[src/rtl/ppu_hoam_sched.sv]
// High-OAM table scheduler: zero-fills the 32-byte high table, scans its 128
// two-bit sprite fields in index order, and shares the byte port with the CPU.
module ppu_hoam_sched (
    input  logic       clock,
    input  logic       reset,
    input  logic       clr_start,
    input  logic       scan_start,
    input  logic       scan_abort,
    input  logic [6:0] first_sprite,
    input  logic       cpu_req,
    input  logic       cpu_we,
    input  logic [4:0] cpu_addr,
    input  logic [7:0] cpu_wdata,
    output logic       cpu_ack,
    output logic [7:0] cpu_rdata,
    output logic       cpu_rvalid,
    output logic       clr_busy,
    output logic       scan_busy,
    output logic       spr_valid,
    output logic [6:0] spr_idx,
    output logic [1:0] spr_bits,
    output logic       scan_done,
    output logic [4:0] ram_addr_a,
    output logic [7:0] ram_data_a,
    output logic       ram_wren_a,
    input  logic [7:0] ram_q_a,
    output logic [6:0] ram_addr_b,
    input  logic [1:0] ram_q_b
);

    typedef enum logic [1:0] {
        ST_IDLE  = 2'd0,
        ST_CLEAR = 2'd1,
        ST_SCAN  = 2'd2
    } state_e;

    state_e     state_q,      state_d;
    logic       clr_busy_q,   clr_busy_d;
    logic       scan_busy_q,  scan_busy_d;
    logic       issuing_q,    issuing_d;
    logic [7:0] scan_cnt_q,   scan_cnt_d;
    logic [6:0] ram_addr_b_q, ram_addr_b_d;
    logic       spr_valid_q,  spr_valid_d;
    logic [6:0] spr_idx_q,    spr_idx_d;
    logic       scan_done_q,  scan_done_d;
    logic [4:0] ram_addr_a_q, ram_addr_a_d;
    logic [7:0] ram_data_a_q, ram_data_a_d;
    logic       ram_wren_a_q, ram_wren_a_d;
    logic       cpu_ack_q,    cpu_ack_d;
    logic       rd_pend_q,    rd_pend_d;
    logic       cpu_rvalid_q, cpu_rvalid_d;
    logic [7:0] rdata_hold_q, rdata_hold_d;
    logic [1:0] bits_hold_q,  bits_hold_d;

    logic clr_last;
    logic cpu_accept;

    // The final clear cycle may accept a waiting CPU request so it is acked
    // on the first cycle after the clear; a clr_start in IDLE blocks
    // acceptance because both would need port A on the following cycle.
    assign clr_last   = (state_q == ST_CLEAR) && (ram_addr_a_q == 5'd31);
    assign cpu_accept = cpu_req && !cpu_ack_q &&
                        (((state_q == ST_IDLE) && !clr_start) ||
                         (state_q == ST_SCAN) || clr_last);

    always_comb begin
        // NOTE: every next-state value gets a default before any branch, so
        // no path leaves a variable unassigned and no latch is inferred.
        state_d      = state_q;
        clr_busy_d   = clr_busy_q;
        scan_busy_d  = scan_busy_q;
        issuing_d    = issuing_q;
        scan_cnt_d   = scan_cnt_q;
        ram_addr_b_d = ram_addr_b_q;
        spr_valid_d  = 1'b0;
        spr_idx_d    = spr_idx_q;
        scan_done_d  = 1'b0;
        ram_addr_a_d = ram_addr_a_q;
        ram_data_a_d = ram_data_a_q;
        ram_wren_a_d = 1'b0;
        cpu_ack_d    = 1'b0;
        rd_pend_d    = 1'b0;
        cpu_rvalid_d = rd_pend_q;
        rdata_hold_d = cpu_rvalid_q ? ram_q_a : rdata_hold_q;
        bits_hold_d  = spr_valid_q  ? ram_q_b : bits_hold_q;

        unique case (state_q)
            ST_IDLE: begin
                if (clr_start) begin
                    state_d      = ST_CLEAR;
                    clr_busy_d   = 1'b1;
                    ram_addr_a_d = 5'd0;
                    ram_data_a_d = 8'h00;
                    ram_wren_a_d = 1'b1;
                end else if (scan_start) begin
                    state_d      = ST_SCAN;
                    scan_busy_d  = 1'b1;
                    issuing_d    = 1'b1;
                    scan_cnt_d   = 8'd1;
                    ram_addr_b_d = first_sprite;
                end
            end

            ST_CLEAR: begin
                if (clr_last) begin
                    state_d    = ST_IDLE;
                    clr_busy_d = 1'b0;
                end else begin
                    ram_addr_a_d = ram_addr_a_q + 5'd1;
                    ram_data_a_d = 8'h00;
                    ram_wren_a_d = 1'b1;
                end
            end

            ST_SCAN: begin
                if (scan_abort) begin
                    // The read issued this cycle is dropped: spr_valid stays low.
                    state_d     = ST_IDLE;
                    scan_busy_d = 1'b0;
                    issuing_d   = 1'b0;
                end else begin
                    spr_valid_d = issuing_q;
                    if (issuing_q) begin
                        spr_idx_d = ram_addr_b_q;
                        if (scan_cnt_q == 8'd128) begin
                            issuing_d   = 1'b0;
                            scan_done_d = 1'b1;
                        end else begin
                            ram_addr_b_d = ram_addr_b_q + 7'd1;
                            scan_cnt_d   = scan_cnt_q + 8'd1;
                        end
                    end else begin
                        state_d     = ST_IDLE;
                        scan_busy_d = 1'b0;
                    end
                end
            end

            default: begin
                state_d = ST_IDLE;
            end
        endcase

        if (cpu_accept) begin
            cpu_ack_d    = 1'b1;
            ram_addr_a_d = cpu_addr;
            ram_data_a_d = cpu_wdata;
            ram_wren_a_d = cpu_we;
            rd_pend_d    = !cpu_we;
        end
    end

    // NOTE: sequential state uses non-blocking assignments only, so every
    // register samples the values settled before the edge.
    always_ff @(posedge clock) begin
        if (reset) begin
            state_q      <= ST_IDLE;
            clr_busy_q   <= 1'b0;
            scan_busy_q  <= 1'b0;
            issuing_q    <= 1'b0;
            scan_cnt_q   <= 8'd0;
            ram_addr_b_q <= 7'd0;
            spr_valid_q  <= 1'b0;
            spr_idx_q    <= 7'd0;
            scan_done_q  <= 1'b0;
            ram_addr_a_q <= 5'd0;
            ram_data_a_q <= 8'h00;
            ram_wren_a_q <= 1'b0;
            cpu_ack_q    <= 1'b0;
            rd_pend_q    <= 1'b0;
            cpu_rvalid_q <= 1'b0;
            rdata_hold_q <= 8'h00;
            bits_hold_q  <= 2'b00;
        end else begin
            state_q      <= state_d;
            clr_busy_q   <= clr_busy_d;
            scan_busy_q  <= scan_busy_d;
            issuing_q    <= issuing_d;
            scan_cnt_q   <= scan_cnt_d;
            ram_addr_b_q <= ram_addr_b_d;
            spr_valid_q  <= spr_valid_d;
            spr_idx_q    <= spr_idx_d;
            scan_done_q  <= scan_done_d;
            ram_addr_a_q <= ram_addr_a_d;
            ram_data_a_q <= ram_data_a_d;
            ram_wren_a_q <= ram_wren_a_d;
            cpu_ack_q    <= cpu_ack_d;
            rd_pend_q    <= rd_pend_d;
            cpu_rvalid_q <= cpu_rvalid_d;
            rdata_hold_q <= rdata_hold_d;
            bits_hold_q  <= bits_hold_d;
        end
    end

    // RAM read data is already registered inside the RAM; it is forwarded in
    // its valid cycle and captured so the value holds afterwards.
    assign cpu_rdata  = cpu_rvalid_q ? ram_q_a : rdata_hold_q;
    assign spr_bits   = spr_valid_q  ? ram_q_b : bits_hold_q;

    assign cpu_ack    = cpu_ack_q;
    assign cpu_rvalid = cpu_rvalid_q;
    assign clr_busy   = clr_busy_q;
    assign scan_busy  = scan_busy_q;
    assign spr_valid  = spr_valid_q;
    assign spr_idx    = spr_idx_q;
    assign scan_done  = scan_done_q;
    assign ram_addr_a = ram_addr_a_q;
    assign ram_data_a = ram_data_a_q;
    assign ram_wren_a = ram_wren_a_q;
    assign ram_addr_b = ram_addr_b_q;

endmodule

[config.mk]
export PLATFORM = sky130hd
export DESIGN_NAME = ppu_hoam_sched
export DESIGN_NICKNAME = d
export VERILOG_FILES = /design/src/rtl/ppu_hoam_sched.sv
export SDC_FILE = /design/constraint.sdc
export NUM_CORES = 1
export LEC_CHECK = 0
export CAP_MARGIN = 15
export CORE_ASPECT_RATIO = 0.5
export CORE_UTILIZATION = 40
export CTS_CLUSTER_SIZE = 24
export DETAILED_ROUTE_END_ITERATION = 8
export PLACE_DENSITY = 0.75
export SLEW_MARGIN = 20
export SYNTH_ARGS = -nofsm -noshare
export SYNTH_HDL_FRONTEND = slang
export SYNTH_SLANG_ARGS = --single-unit
[constraint.sdc]
create_clock -name clock -period 2.41 [get_ports clock]
set_clock_uncertainty 0.15 [all_clocks]
set_input_delay 0.241 -clock clock [delete_from_list [all_inputs] [get_ports clock]]
set_output_delay 0.241 -clock clock [all_outputs]
set_load 0.1 [all_outputs]
==> impl_metrics.py, run 1 <==
metrics = {
    "worst_hold_path": {
        "hp-start": "cpu_rvalid_d",
        "hp-class": "reg2reg",
    },
    "power": {
        "powerDensity_nw_per_um2": 629,
        "ir_worst_vdd_v": 0.000296,
        "power_mw": 2.11,
        "power_leakage_nw": 1.38,
    },
    "synthesis": {
        "synth-edff-count": 0,
        "yosysUniqueCellTypes": 39,
        "synth_mux_area_frac": 0.0552,
        "synth_ff_type": "dfxtp_1",
        "synth_most_common_cell": "dfxtp_1",
        "yosys.area.top_type": "dfxtp_1",
        "ys_ff_latch": 56,
        "syn-cell-area_um2": 2400,
        "synth_area_leaders": "dfxtp_1 (47%), a21oi_1 (5.4%), mux2_2 (4.7%), nor2b_1 (4.7%), nand2_1 (4.4%)",
        "syn_avg_cell_area_um2": 9.04,
        "synth.top_cell.area_share": 0.466,
        "synthArstFlopShare": 0,
        "yosysWarnings": 0,
        "syn_inst": 266,
        "syn-num-nets": 308,
        "synth_xor_area_frac": 0.00364,
        "synth-simple-area-share": 0.228,
        "synth_fa_ha_area_frac": 0.0260,
        "ys_seq_area_frac": 0.466,
        "synth_top_family_by_area": "simple AND/OR/NAND/NOR gates",
        "synth-compound-area-share": 0.182,
        "synthTopCellsByCount": "dfxtp_1 (56), nand2_1 (28), a21oi_1 (26)",
    },
    "clocking": {
        "cts_hold_buf": 0,
        "htreeDepth": 2,
        "cts_buffers": 5,
        "cts.reportedPaths.clkPinSlew_ns": 0.06,
        "post_cts_buffers": 0,
        "clock_latency_ns": 0.29,
        "clock-root-buffer": "clkbuf_16",
        "clockBufferDepth": 2,
        "clkSinkCount": 56,
        "tritoncts": "built",
    },
    "final_layout": {
        "area_growth_pct": 39.4,
        "fin_nets": 388,
        "antennaDiodeCount": 0,
        "fillCellCount": 503,
        "drive_above_1_share": 0.231,
        "multiInputGateArea_um2": 1200,
        "seqCellArea_um2": 1130,
        "final_core_util": 0.595,
        "stdcell_area_um2": 3350,
    },
    "route": {
        "num_vias": 2158,
        "wl_per_cell_um": 13.2,
        "drt-total-wl_um": 5540,
        "antenna_left": 0,
        "drc": 6,
        "firstDrtPassIters": 7,
        "drt_iter0_markers": 109,
        "viasPerCell": 5.14,
    },
    "floorplanning": {
        "pin_count": 81,
        "die-height_um": 56.8,
        "core_area_um2": 5630,
        "die_area_um2": 6340,
        "rows": 19,
        "start_util": 0.427,
        "die_x_um": 112,
    },
    "setup_path": {
        "crit_fanout": 4,
        "required_ns": 2.45,
        "startpoint_type": "register",
        "arrival_ns": 2.32,
        "startpoint": "ram_addr_a[0]",
        "crit_type": "reg2reg",
        "reg2reg_from": "ram_addr_a[0]",
        "cp-end-kind": "register",
    },
    "grt": {
        "grt_pass1_wl_um": 9400,
        "grt_max_degree": 26,
        "gr-total-overflow": 0,
        "grt_util_all_layers": 0.186,
        "grt_pass1_vias": 2084,
        "antenna_found_initial": 0,
    },
    "status": {
        "status": "finished, violations left",
        "violations": "DRC",
    },
    "timing": {
        "setup_viol": 0,
        "rsz0062_at_grt": "no",
        "worst_slew_pin_slew_ns": 0.897,
        "fin_crit_sh": 0.945,
        "slew_viol_final": 0,
        "slew_headroom": 0.397,
        "hold_viol": 0,
        "tns_ns": 0,
        "fmax_ghz": 0.439,
        "fin_crit_ns": 2.28,
    },
    "job": {
        "drv_cap": 0,
    },
    "placement": {
        "placed_cell_area_um2": 3200,
        "dp_hpwl_um": 4020,
        "port-buffer-count": 80,
        "place.gp.congestion": 0.775,
    },
}
## cells in the final DEF, fill, tap and decap left out, drive strengths merged, types with 2 or more instances in the layout
cell / count
and2: 3
nor3b: 3
or4b: 2
mux2: 10
a21oi: 26
o21ai: 13
a22o: 10
inv: 5
dfxtp: 56
o21bai: 2
and3: 6
nand3b: 4
nand2: 28
a211oi: 3
clkdlybuf4s50: 36
clkbuf: 8
nor2: 21
a222oi: 2
nor2b: 18
o31ai: 3
buf: 53
nand2b: 4
a31oi: 5
mux2i: 2
ha: 5
nand3: 9
## cell type report
cell class,count,share of cell area
multi-input cells,189,0.359
inverters,5,0.00560
well taps,73,0.0273
flip-flops and latches,56,0.338
repair buffers,89,0.226
clock buffers,8,0.0437
## layer usage
metal	global-route usage	wire, um	vias to the layer above
li1	-	-	1092
met1	0.222	2540	1006
met4	0.0811	53	0
met3	0.0400	236	7
met2	0.324	2700	53
met5	0	0	-
## critical path: stages (launching register included)
cell      delay [ns]
dfxtp_4         0.36
ha_4            0.16
and3_1          0.18
ha_1            0.22
nand3b_1        0.09
o21ai_0         0.07
and2_1          0.20
or4b_1          0.50
a221oi_1        0.25
## where the power goes
group,switching [mW],internal (mW),total (mW)
clock network,0.310,0.415,0.725
logic,0.263,0.138,0.401
registers,0.0290,0.954,0.983
## repair_timing
action                                  CTS  global route
endpoints found under the setup margin    0             8
gates resized for setup                   0             1
endpoints found under the hold margin     0             0
## worst paths after layout
path	slack [ns]	end	cells past startpoint
worst max-delay path	0.13	ram_addr_a[3]	8
worst min-delay path	0.29	cpu_rvalid	1
worst max register to register	0.13	ram_addr_a[3]	8
worst min register to register	0.29	cpu_rvalid	1
## logic make-up (layout without fill, tap and decap cells)
logic type / after synthesis / after routing
compound gates: 68 / 68
xor+xnor: 1 / 1
mux: 12 / 12
simple gates: 103 / 103
flops: 56 / 56
fa+ha+maj: 5 / 5
buf+inv: 21 / 102
## flip-flops by register name (all words and copies together), names as in the netlist
signal,count
bits_hold_q,2
clr_busy,1
cpu_ack,1
cpu_rvalid,1
cpu_rvalid_d,1
issuing_q,1
ram_addr_a,5
ram_addr_b,7
ram_data_a,8
ram_wren_a,1
rdata_hold_q,8
scan_busy,1
scan_cnt_q,8
scan_done,1
spr_idx,7
spr_valid,1
state_q,2
## stage by stage
stage / setup slack (ns) / instances / hold WS (ns)
after floorplan: 0.0135 / 266 / 0.217
after global placement: 0.141 / 412 / 0.274
after detailed placement: 0.0801 / 412 / 0.284
after CTS: 0.123 / 420 / 0.299
after global routing: 0.0137 / 420 / 0.333
final: 0.132 / 420 / 0.295
No activity file was read; power rests on OpenSTA's default activity.
==> run 2: changes to the inputs <==
--- a/config.mk
+++ b/config.mk
@@ -6,12 +6,14 @@
 export NUM_CORES = 1
 export LEC_CHECK = 0
 export CAP_MARGIN = 15
+export CELL_PAD_IN_SITES_DETAIL_PLACEMENT = 0
+export CELL_PAD_IN_SITES_GLOBAL_PLACEMENT = 1
 export CORE_ASPECT_RATIO = 0.5
-export CORE_UTILIZATION = 40
+export CORE_MARGIN = 4
+export CORE_UTILIZATION = 30
 export CTS_CLUSTER_SIZE = 24
 export DETAILED_ROUTE_END_ITERATION = 8
-export PLACE_DENSITY = 0.75
-export SLEW_MARGIN = 20
+export PLACE_DENSITY = 0.77
 export SYNTH_ARGS = -nofsm -noshare
 export SYNTH_HDL_FRONTEND = slang
 export SYNTH_SLANG_ARGS = --single-unit
==> run 2 against run 1 <==
The flow now finishes without violations. Sequential power barely moved. Critical endpoint unchanged. Power rose by 5.0%. Global-route usage fell by 6.1 points. Fmax barely moved. Non-clock buffer count fell by 1. Via count fell by 0.88%. Clock power rose by 14%.
==> impl_metrics.py, run 2 (synthesis gave the netlist of run 1 again) <==
metrics = {
    "grt": {
        "grt_util_all_layers": 0.125,
        "gr-total-overflow": 0,
        "grt_max_degree": 45,
        "grt_pass1_vias": 2067,
        "grt_pass1_wl_um": 9800,
        "antenna_found_initial": 0,
    },
    "placement": {
        "dp_cells": 446,
        "place.gp.congestion": 0.717,
        "dp_hpwl_um": 4380,
        "port-buffer-count": 80,
        "placed_cell_area_um2": 3250,
    },
    "setup_path": {
        "cp-end-kind": "register",
        "path_cells": "ha_4 -> and3_1 -> ha_1 -> nand3b_1 -> o21ai_0 -> and2_4 -> or4b_1 -> a221oi_1",
        "crit_fanout": 4,
        "crit_family": "simple AND/OR/NAND/NOR gates",
        "crit_type": "reg2reg",
        "slowest_stage": "or4b_1",
        "required_ns": 2.45,
        "path_buf_inv": 0,
        "arrival_ns": 2.32,
        "cpPeakStageDelay_ns": 0.50,
        "startpoint_type": "register",
    },
    "timing": {
        "fin_crit_ns": 2.28,
        "slew_headroom": 0.410,
        "slew_viol_final": 0,
        "fin_crit_sh": 0.945,
        "rsz0062_at_grt": "no",
        "hold_viol": 0,
        "worst_slew_pin_slew_ns": 0.878,
        "setup_viol": 0,
        "fmax_ghz": 0.439,
    },
    "route": {
        "drt_iter0_markers": 71,
        "antenna_left": 0,
        "num_vias": 2139,
        "drt-total-wl_um": 5970,
        "wl_per_cell_um": 13.1,
        "drc": 0,
        "viasPerCell": 4.71,
        "firstDrtPassIters": 4,
    },
    "clocking": {
        "clkSinkCount": 56,
        "post_cts_buffers": 0,
        "tritoncts": "built",
        "clockBufferDepth": 2,
        "cts.reportedPaths.clkPinSlew_ns": 0.07,
        "cts_buffers": 5,
        "ctsResizeCount": 0,
        "cts_hold_buf": 0,
        "clock-root-buffer": "clkbuf_16",
        "htreeDepth": 2,
        "clock_latency_ns": 0.29,
    },
    "floorplanning": {
        "pin_count": 81,
        "die-height_um": 71.3,
        "die_area_um2": 9590,
        "core_area_um2": 7540,
        "start_util": 0.319,
        "die_x_um": 135,
        "rows": 22,
    },
    "final_layout": {
        "area_growth_pct": 42.8,
        "final_cell_count_no_fill": 454,
        "drive_above_1_share": 0.237,
        "multiInputGateArea_um2": 1210,
        "stdcell_area_um2": 3430,
        "final_cell_mix": "dfxtp_1 (51), buf_4 (51), clkdlybuf4s50_1 (36)",
        "seqCellArea_um2": 1130,
        "fin_nets": 387,
        "fillCellCount": 735,
        "antennaDiodeCount": 0,
    },
    "power": {
        "pwr-share-clk": 0.375,
        "p_sw_frac": 0.278,
        "power_switching_uw": 616,
        "power_leakage_nw": 1.40,
        "p_comb_frac": 0.182,
        "ir_worst_vdd_v": 0.000315,
        "p_int_mw": 1.60,
        "seqPwrFrac": 0.444,
        "powerDensity_nw_per_um2": 645,
    },
    "worst_hold_path": {
        "hp-class": "reg2reg",
    },
    "status": {
        "status": "complete, no violations",
    },
    "job": {
        "drv_cap": 0,
    },
}
==> run 2: metrics by stage <==
step / util / hold WS [ns] / setup slack (ns) / power [mW] / TNS, ns
after floorplan: - / 0.217 / 0.0135 / 1.27 / 0
after global placement: 0.431 / 0.276 / 0.0218 / 1.40 / 0
after detailed placement: 0.431 / 0.277 / -0.00976 / 1.41 / -0.0132
after CTS: 0.455 / 0.302 / 0.122 / 2.25 / 0
after global routing: 0.455 / 0.321 / 0.0137 / 2.31 / 0
final: 0.455 / 0.296 / 0.131 / 2.21 / 0
==> run 2: layout make-up <==
class	count	area share
clock buffer	8	0.0517
inverter	5	0.00547
multi-input combinational	189	0.351
tap	108	0.0394
timing repair buffer	88	0.222
sequential	56	0.330
==> run 2: worst reg2reg max path, cell delays in order, from the launching register on <==
cell      delay, ns
dfxtp_4        0.36
ha_4           0.16
and3_1         0.18
ha_1           0.22
nand3b_1       0.10
o21ai_0        0.09
and2_4         0.19
or4b_1         0.50
a221oi_1       0.23
==> run 2: power groups by stage <==
stage	clock [mW]	sequential, mW	combinational (mW)
after CTS	0.863	0.982	0.405
after detailed placement	0	1.00	0.404
after floorplan	0	1.15	0.125
after global routing	0.893	0.987	0.426
final	0.829	0.982	0.402
after global placement	0	1.00	0.401
==> run 2: worst paths after layout <==
path                   endpoint  cells past startpoint          start  slack, ns
setup / recovery  ram_addr_a[3]                      8  ram_addr_a[0]       0.13
hold / removal       cpu_rvalid                      1   cpu_rvalid_d       0.30
setup reg to reg  ram_addr_a[3]                      8  ram_addr_a[0]       0.13
hold reg to reg      cpu_rvalid                      1   cpu_rvalid_d       0.30
==> run 2: per-layer routing <==
metal / GRT usage / up-vias / wire (um) / share of wire
li1: - / 1098 / - / -
met1: 0.149 / 997 / 2640 / 0.44
met2: 0.225 / 38 / 3020 / 0.51
met3: 0.0330 / 6 / 254 / 0.043
met4: 0.0339 / 0 / 55 / 0.0092
met5: 0 / - / 0 / 0
